File: src/rtl/request_unit.sv
`default_nettype none
// ============================================================================
// Module      : request_unit
// Description : Sequences instruction fetch and data read/write requests
//               toward the cache/memory interface, produces the PC-advance
//               pulse, latches halt, counts retired instructions and flags
//               a data access that never receives dhit.
// Revision    : 1.0 - initial release
// ============================================================================
module request_unit #(
    parameter int unsigned CNT_W   = 32,
    parameter int unsigned TIMEOUT = 255
) (
    input  logic             CLK,
    input  logic             nRST,
    input  logic             ihit,
    input  logic             dhit,
    input  logic             MemRd,
    input  logic             MemWr,
    input  logic             halt,
    output logic             iREN,
    output logic             dREN,
    output logic             dWEN,
    output logic             pcEn,
    output logic             halted,
    output logic             timeout,
    output logic [CNT_W-1:0] instr_count
);

    // Last wait-count value that is still allowed to see dhit.
    localparam logic [15:0]      c_WAIT_LIMIT = 16'(TIMEOUT - 1);
    localparam logic [CNT_W-1:0] c_CNT_ONE    = CNT_W'(1);

    typedef enum logic [1:0] {
        ST_FETCH = 2'd0,
        ST_DATA  = 2'd1,
        ST_HALT  = 2'd2,
        ST_ERR   = 2'd3
    } state_t;

    state_t           r_state;
    state_t           w_nextState;
    logic             r_rdQ;
    logic             r_wrQ;
    logic [15:0]      r_waitCnt;
    logic [CNT_W-1:0] r_instrCount;
    logic             w_latchReq;
    logic             w_waitInc;
    logic             w_dataDone;

    // State register; reset drops any in-flight data request at once.
    always_ff @(posedge CLK or negedge nRST) begin
        if (!nRST) begin
            r_state <= ST_FETCH;
        end else begin
            r_state <= w_nextState;
        end
    end

    // Next-state and Moore output decode; pcEn also depends on handshakes.
    always_comb begin
        w_nextState = r_state;
        iREN        = 1'b0;
        dREN        = 1'b0;
        dWEN        = 1'b0;
        pcEn        = 1'b0;
        halted      = 1'b0;
        timeout     = 1'b0;
        w_latchReq  = 1'b0;
        w_waitInc   = 1'b0;
        w_dataDone  = 1'b0;
        case (r_state)
            ST_FETCH: begin
                iREN = 1'b1;
                if (ihit) begin
                    // Halt wins over any memory decode of the same word.
                    if (halt) begin
                        w_nextState = ST_HALT;
                    end else if (MemRd || MemWr) begin
                        w_nextState = ST_DATA;
                        w_latchReq  = 1'b1;
                    end else begin
                        pcEn = 1'b1;
                    end
                end
            end
            ST_DATA: begin
                dREN = r_rdQ;
                dWEN = r_wrQ;
                // dhit on the final allowed cycle still completes normally.
                if (dhit) begin
                    w_nextState = ST_FETCH;
                    pcEn        = 1'b1;
                    w_dataDone  = 1'b1;
                end else if (r_waitCnt == c_WAIT_LIMIT) begin
                    w_nextState = ST_ERR;
                end else begin
                    w_waitInc = 1'b1;
                end
            end
            ST_HALT: begin
                halted = 1'b1;
            end
            ST_ERR: begin
                timeout = 1'b1;
            end
            default: begin
                w_nextState = ST_FETCH;
            end
        endcase
    end

    // Request latches, wait counter and retired-instruction counter.
    always_ff @(posedge CLK or negedge nRST) begin
        if (!nRST) begin
            r_rdQ        <= 1'b0;
            r_wrQ        <= 1'b0;
            r_waitCnt    <= 16'd0;
            r_instrCount <= '0;
        end else begin
            if (w_latchReq) begin
                // A store takes priority when both decodes are set.
                r_rdQ     <= MemRd & ~MemWr;
                r_wrQ     <= MemWr;
                r_waitCnt <= 16'd0;
            end else if (w_dataDone) begin
                r_rdQ <= 1'b0;
                r_wrQ <= 1'b0;
            end else if (w_waitInc) begin
                r_waitCnt <= r_waitCnt + 16'd1;
            end
            if (pcEn) begin
                r_instrCount <= r_instrCount + c_CNT_ONE;
            end
        end
    end

    assign instr_count = r_instrCount;

endmodule
`default_nettype wire

File: config.mk
export PLATFORM = sky130hd
export DESIGN_NAME = request_unit
export DESIGN_NICKNAME = d
export VERILOG_FILES = /design/src/rtl/request_unit.sv
export SDC_FILE = /design/constraint.sdc
export NUM_CORES = 1
export LEC_CHECK = 0
export ABC_AREA = 1
export CORE_UTILIZATION = 50
export DETAILED_ROUTE_END_ITERATION = 7
export PLACE_DENSITY = 0.84
export SLEW_MARGIN = 40
export SYNTH_ARGS = -nofsm -noshare
export SYNTH_HDL_FRONTEND = slang
export SYNTH_SLANG_ARGS = --single-unit
File: constraint.sdc
create_clock -name CLK -period 1.4 [get_ports CLK]
set_clock_uncertainty 0.15 [all_clocks]
set_input_delay 0.28 -clock CLK [delete_from_list [all_inputs] [get_ports CLK]]
set_output_delay 0.28 -clock CLK [all_outputs]
set_load 0.1 [all_outputs]
==> impl_metrics.env, run 1 <==
export IMPL_async_flop_share_pct=100
export IMPL_cts_sinks=52
export IMPL_status="did not finish"
export IMPL_synth_top_flop_cell="dfrtp_1"
export IMPL_yosys_warnings=0
export IMPL_synth_area_leaders="dfrtp_1 40%, nand2_1 19%, nor2_1 8.3%, nand3_1 6.2%, xor2_1 5.1%"
export IMPL_io_buffers=44
export IMPL_gp_congestion=0.920
export IMPL_firstError="[ERROR DPL-0038] Utilization greater than 100%, impossible to legalize"
export IMPL_ys_ff_latch=52
export IMPL_rows=29
export IMPL_grt_max_degree=53
export IMPL_dp_slack_ps=-639
export IMPL_hpwl_um=8430
export IMPL_htreeDepth=2
export IMPL_die_x_um=82.6
export IMPL_cts_made_buffers=5
export IMPL_synth_area_sq_mm=0.00325
export IMPL_timing_worst_endpoint_kind="sequential cell input"
export IMPL_clockRootBuffer="clkbuf_8"
export IMPL_syn_inst=466
export IMPL_synth_top_area_share_pct=40.0
export IMPL_yosys_cell_types_count=29
export IMPL_start_util_pct=51.5
export IMPL_synth_edf_count=0
export IMPL_grt_worst_endpoint="instr_count[25]$_DFFE_PN0P_/D"
export IMPL_io_pins=45
export IMPL_clk_path_buf_depth=2
export IMPL_ys_seq_area_share_pct=40.0
export IMPL_yosysTopAreaCell="dfrtp_1"
export IMPL_stop_stage="5_1_grt"
export IMPL_syn_num_nets=476
export IMPL_die_h_um=82.6
export IMPL_syn_area_per_cell_sq_um=6.97
per-stage QoR:
stage / cells / hold slack, ps / instance area [sq um]
after floorplan: 466 / -166 / 3700
after global placement: 676 / 149 / 5290
after detailed placement: 676 / 147 / 5290
after CTS: 723 / 328 / 6090
what timing repair did:
item                                   4_1_cts
setup endpoints to repair                   90
setup buffers                               35
cloned                                       3
endpoints found under the hold margin       52
gates resized for setup                     96
hold buffers                                 1
pin swaps                                   22
synth_stat cells, drive strengths merged, types with 2 or more instances:
cell / count
buf: 5
inv: 47
nor3: 5
nand4: 10
nor2: 81
xnor2: 6
o21ai: 10
nand2: 173
nand3: 42
o22ai: 2
ha: 3
nand3b: 7
dfrtp: 52
xor2: 19
cell families after synthesis:
| logic type | synth area share [%] |
|---|---|
| AOI/OAI and AO/OA | 2.08 |
| adders and majority gates | 1.16 |
| and+or+nand+nor | 42.9 |
| xor gates and xnor gates | 6.74 |
| buffers and inverters | 7.05 |
| DFF | 40.0 |
==> run 2: changes to the inputs <==
--- a/config.mk
+++ b/config.mk
@@ -6,9 +6,9 @@
 export NUM_CORES = 1
 export LEC_CHECK = 0
 export ABC_AREA = 1
-export CORE_UTILIZATION = 50
+export CORE_UTILIZATION = 39
 export DETAILED_ROUTE_END_ITERATION = 7
-export PLACE_DENSITY = 0.84
+export PLACE_DENSITY_LB_ADDON = 0.15
 export SLEW_MARGIN = 40
 export SYNTH_ARGS = -nofsm -noshare
 export SYNTH_HDL_FRONTEND = slang
==> constraint.sdc (replaced) <==
create_clock -name CLK -period 1.8 [get_ports CLK]
set_clock_uncertainty 0.15 [all_clocks]
set_input_delay 0.36 -clock CLK [delete_from_list [all_inputs] [get_ports CLK]]
set_output_delay 0.36 -clock CLK [all_outputs]
set_load 0.1 [all_outputs]
==> run 2 against run 1 <==
The flow now finishes, with violations (negative setup slack); synthesized cell count unchanged; area after synthesis is the same.
==> impl_metrics.env, run 2 <==
export IMPL_final_cell_mix="167 x nand2_1, 63 x nor2_1, 42 x inv_1"
export IMPL_grt_max_degree=33
export IMPL_yosysTopAreaCell="dfrtp_1"
export IMPL_p_comb_share_pct=7.1
export IMPL_io_buffers=44
export IMPL_hold_depth=3
export IMPL_clk_path_buf_depth=2
export IMPL_cts_sinks=52
export IMPL_internal_power_mw=1.69
export IMPL_track_usage_pct=19.4
export IMPL_die_area_sq_mm=0.00870
export IMPL_firstDrtPassIters=4
export IMPL_crit_path_max_fanout=5
export IMPL_area_growth_synth_to_final_pct=44.9
export IMPL_cp_required_ps=1290
export IMPL_wire_per_inst_um=12.3
export IMPL_synth_edf_count=0
export IMPL_vias_per_cell=4.80
export IMPL_critical_path_arrival_ps=1360
export IMPL_min_from="MemRd"
export IMPL_antenna_cells=0
export IMPL_maxSlewViolCount=0
export IMPL_io_pins=45
export IMPL_synth_top_flop_cell="dfrtp_1"
export IMPL_post_dp_cell_area_sq_mm=0.00440
export IMPL_syn_area_per_cell_sq_um=6.97
export IMPL_async_flop_share_pct=100
export IMPL_ys_seq_area_share_pct=40.0
export IMPL_ys_ff_latch=52
export IMPL_mostFrequentLayoutCell="nand2_1"
export IMPL_nNetsFinal=557
export IMPL_timing_max_cap_violations=0
export IMPL_die_x_um=93.3
export IMPL_fmax_mhz=534
export IMPL_cp_startpoint="r_state[1]"
export IMPL_period_needed_ps=1870
export IMPL_clockRootBuffer="clkbuf_8"
export IMPL_relSlewSlack_pct=71.1
export IMPL_violations="negative setup slack"
export IMPL_die_h_um=93.3
export IMPL_largest_reg_flops=32
export IMPL_fin_util_pct=59.7
export IMPL_synth_top_area_share_pct=40.0
export IMPL_antenna_found_initial=0
export IMPL_final_area_sq_mm=0.00471
export IMPL_finalWorstSetupSlack_ps=-71.4
export IMPL_power_per_cell_area_mw_per_mm2=469
export IMPL_yosys_warnings=0
export IMPL_r2r_cells=9
export IMPL_grt_pass1_wl_um=13100
export IMPL_rsz0062_at_grt="yes"
export IMPL_power_frac_clock_pct=38.9
export IMPL_setup_worst_path_end_class="output port"
export IMPL_hp_class="primary input to flip-flop"
export IMPL_drtIter0Drc=110
export IMPL_drc=0
export IMPL_swShare_pct=23.4
export IMPL_sequentialPowerShare_pct=54.0
export IMPL_critPathKind="flip-flop to output port"
export IMPL_synth_area_sq_mm=0.00325
export IMPL_htreeDepth=2
export IMPL_routed_wl_um=7970
export IMPL_grt_pass1_vias=2871
export IMPL_fin_crit_sh_pct=104
export IMPL_hpwl_um=5930
export IMPL_yosys_cell_types_count=29
export IMPL_reg2reg_setup_slack_ps=30
export IMPL_synth_area_leaders="dfrtp_1 40%, nand2_1 19%, nor2_1 8.3%, nand3_1 6.2%, xor2_1 5.1%"
export IMPL_finalPower_mw=2.21
export IMPL_gp_congestion=0.902
export IMPL_drive_gt1_share_pct=27.0
export IMPL_overflow=0
export IMPL_hold_end="r_rdQ"
export IMPL_num_vias=3118
export IMPL_finalSetupTns_ps=-135
export IMPL_start_util_pct=41.2
export IMPL_syn_inst=466
export IMPL_cts_tree="built"
export IMPL_final_antenna_net_count=0
export IMPL_hold_viol_final=0
export IMPL_p_leak_nw=2.08
export IMPL_tightest_slew_ps=434
export IMPL_p_sw_uw=517
export IMPL_setup_viol=2
export IMPL_clk_pin_slew_ps=90
export IMPL_start_kind="flip-flop"
export IMPL_syn_num_nets=476
export IMPL_cts_made_buffers=5
export IMPL_clock_latency_ps=320
export IMPL_ir_worst_vdd_mv=0.281
export IMPL_netlist_top_cells_count="167 x nand2_1, 72 x nor2_1, 52 x dfrtp_1"
export IMPL_rows=32
export IMPL_status="complete, but fails checks"
export IMPL_timing_rr_start="r_state[1]"
export IMPL_fp_coreArea_sq_mm=0.00789
export IMPL_synth_most_common_cell="nand2_1"
export IMPL_timing_rr_end="r_waitCnt[13]"
==> run 2: cell counts after synthesis <==
No cell type changed its count.
==> run 2: critical path: stages, from the launching register on <==
cell     delay (ps)
dfrtp_2         460
inv_2           100
nand2_4          90
inv_4            80
nand2_4          70
nand2_8          90
buf_12          170
==> run 2: stage by stage <==
step / hold WS [ps] / std cells / setup WS (ps)
after global placement: 176 / 624 / -223
after global routing: 395 / 650 / -104
final: 350 / 650 / -71.4
after detailed placement: 186 / 624 / -254
after floorplan: -85.6 / 466 / -132
after CTS: 345 / 644 / -63.7
==> run 2: worst max path at each step <==
| stage | slack, ps | to |
|---|---|---|
| floorplan | -130 | dREN |
| global placement | -220 | pcEn |
| detailed placement | -250 | pcEn |
| CTS | -60 | iREN |
| global route | -100 | pcEn |
| finish | -70 | pcEn |
==> run 2: power by group through the flow <==
stage	Sequential [mW]	Clock, mW	Combinational, mW
after floorplan	1.23	0	0.0517
after global placement	1.22	0	0.143
after detailed placement	1.22	0	0.144
after CTS	1.19	0.887	0.154
after global routing	1.20	0.923	0.171
final	1.19	0.860	0.156
==> run 2: final cells by class <==
type | instances | area [sq um]
inverter | 47 | 185
clock inverter | 2 | 38.8
clock buffer | 6 | 82.6
multi-input combinational | 361 | 1790
sequential | 52 | 1380
timing repair buffer | 80 | 1100
fill | 704 | 3180
tap | 102 | 128
==> run 2: routing by layer <==
metal / up-vias / GRT usage [%] / wire, um
met4: 0 / 7.95 / 190
met5: - / 0 / 0
met3: 13 / 3.50 / 280
li1: 1613 / - / -
met1: 1440 / 23.4 / 3510
met2: 52 / 34.1 / 3980
==> run 2: logic make-up (layout without fill, tap and decap cells) <==
| kind of cell | count (synthesis) | after routing | synth area share, % |
|---|---|---|---|
| xor gates and xnor gates | 25 | 25 | 6.74 |
| DFF | 52 | 52 | 40.0 |
| adders and majority gates | 3 | 3 | 1.16 |
| AOI/OAI and AO/OA | 13 | 13 | 2.08 |
| buffers and inverters | 53 | 135 | 7.05 |
| and+or+nand+nor | 320 | 320 | 42.9 |
==> run 2: repair_timing <==
action / CTS / global route
gates resized for setup: 10 / 13
endpoints found under the setup margin: 4 / 34
setup buffers: 11 / 6
hold endpoints to repair: 16 / 0
pin swaps: 6 / 1
hold buffers: 1 / 0
(Power assumes the default switching activity.)
==> run 3: changes to the inputs <==
--- a/config.mk
+++ b/config.mk
@@ -9,7 +9,6 @@
 export CORE_UTILIZATION = 39
 export DETAILED_ROUTE_END_ITERATION = 7
 export PLACE_DENSITY_LB_ADDON = 0.15
-export SLEW_MARGIN = 40
 export SYNTH_ARGS = -nofsm -noshare
 export SYNTH_HDL_FRONTEND = slang
 export SYNTH_SLANG_ARGS = --single-unit
==> results of run 3 <==
The final DEF is identical to that of run 2; final timing and power are the same.
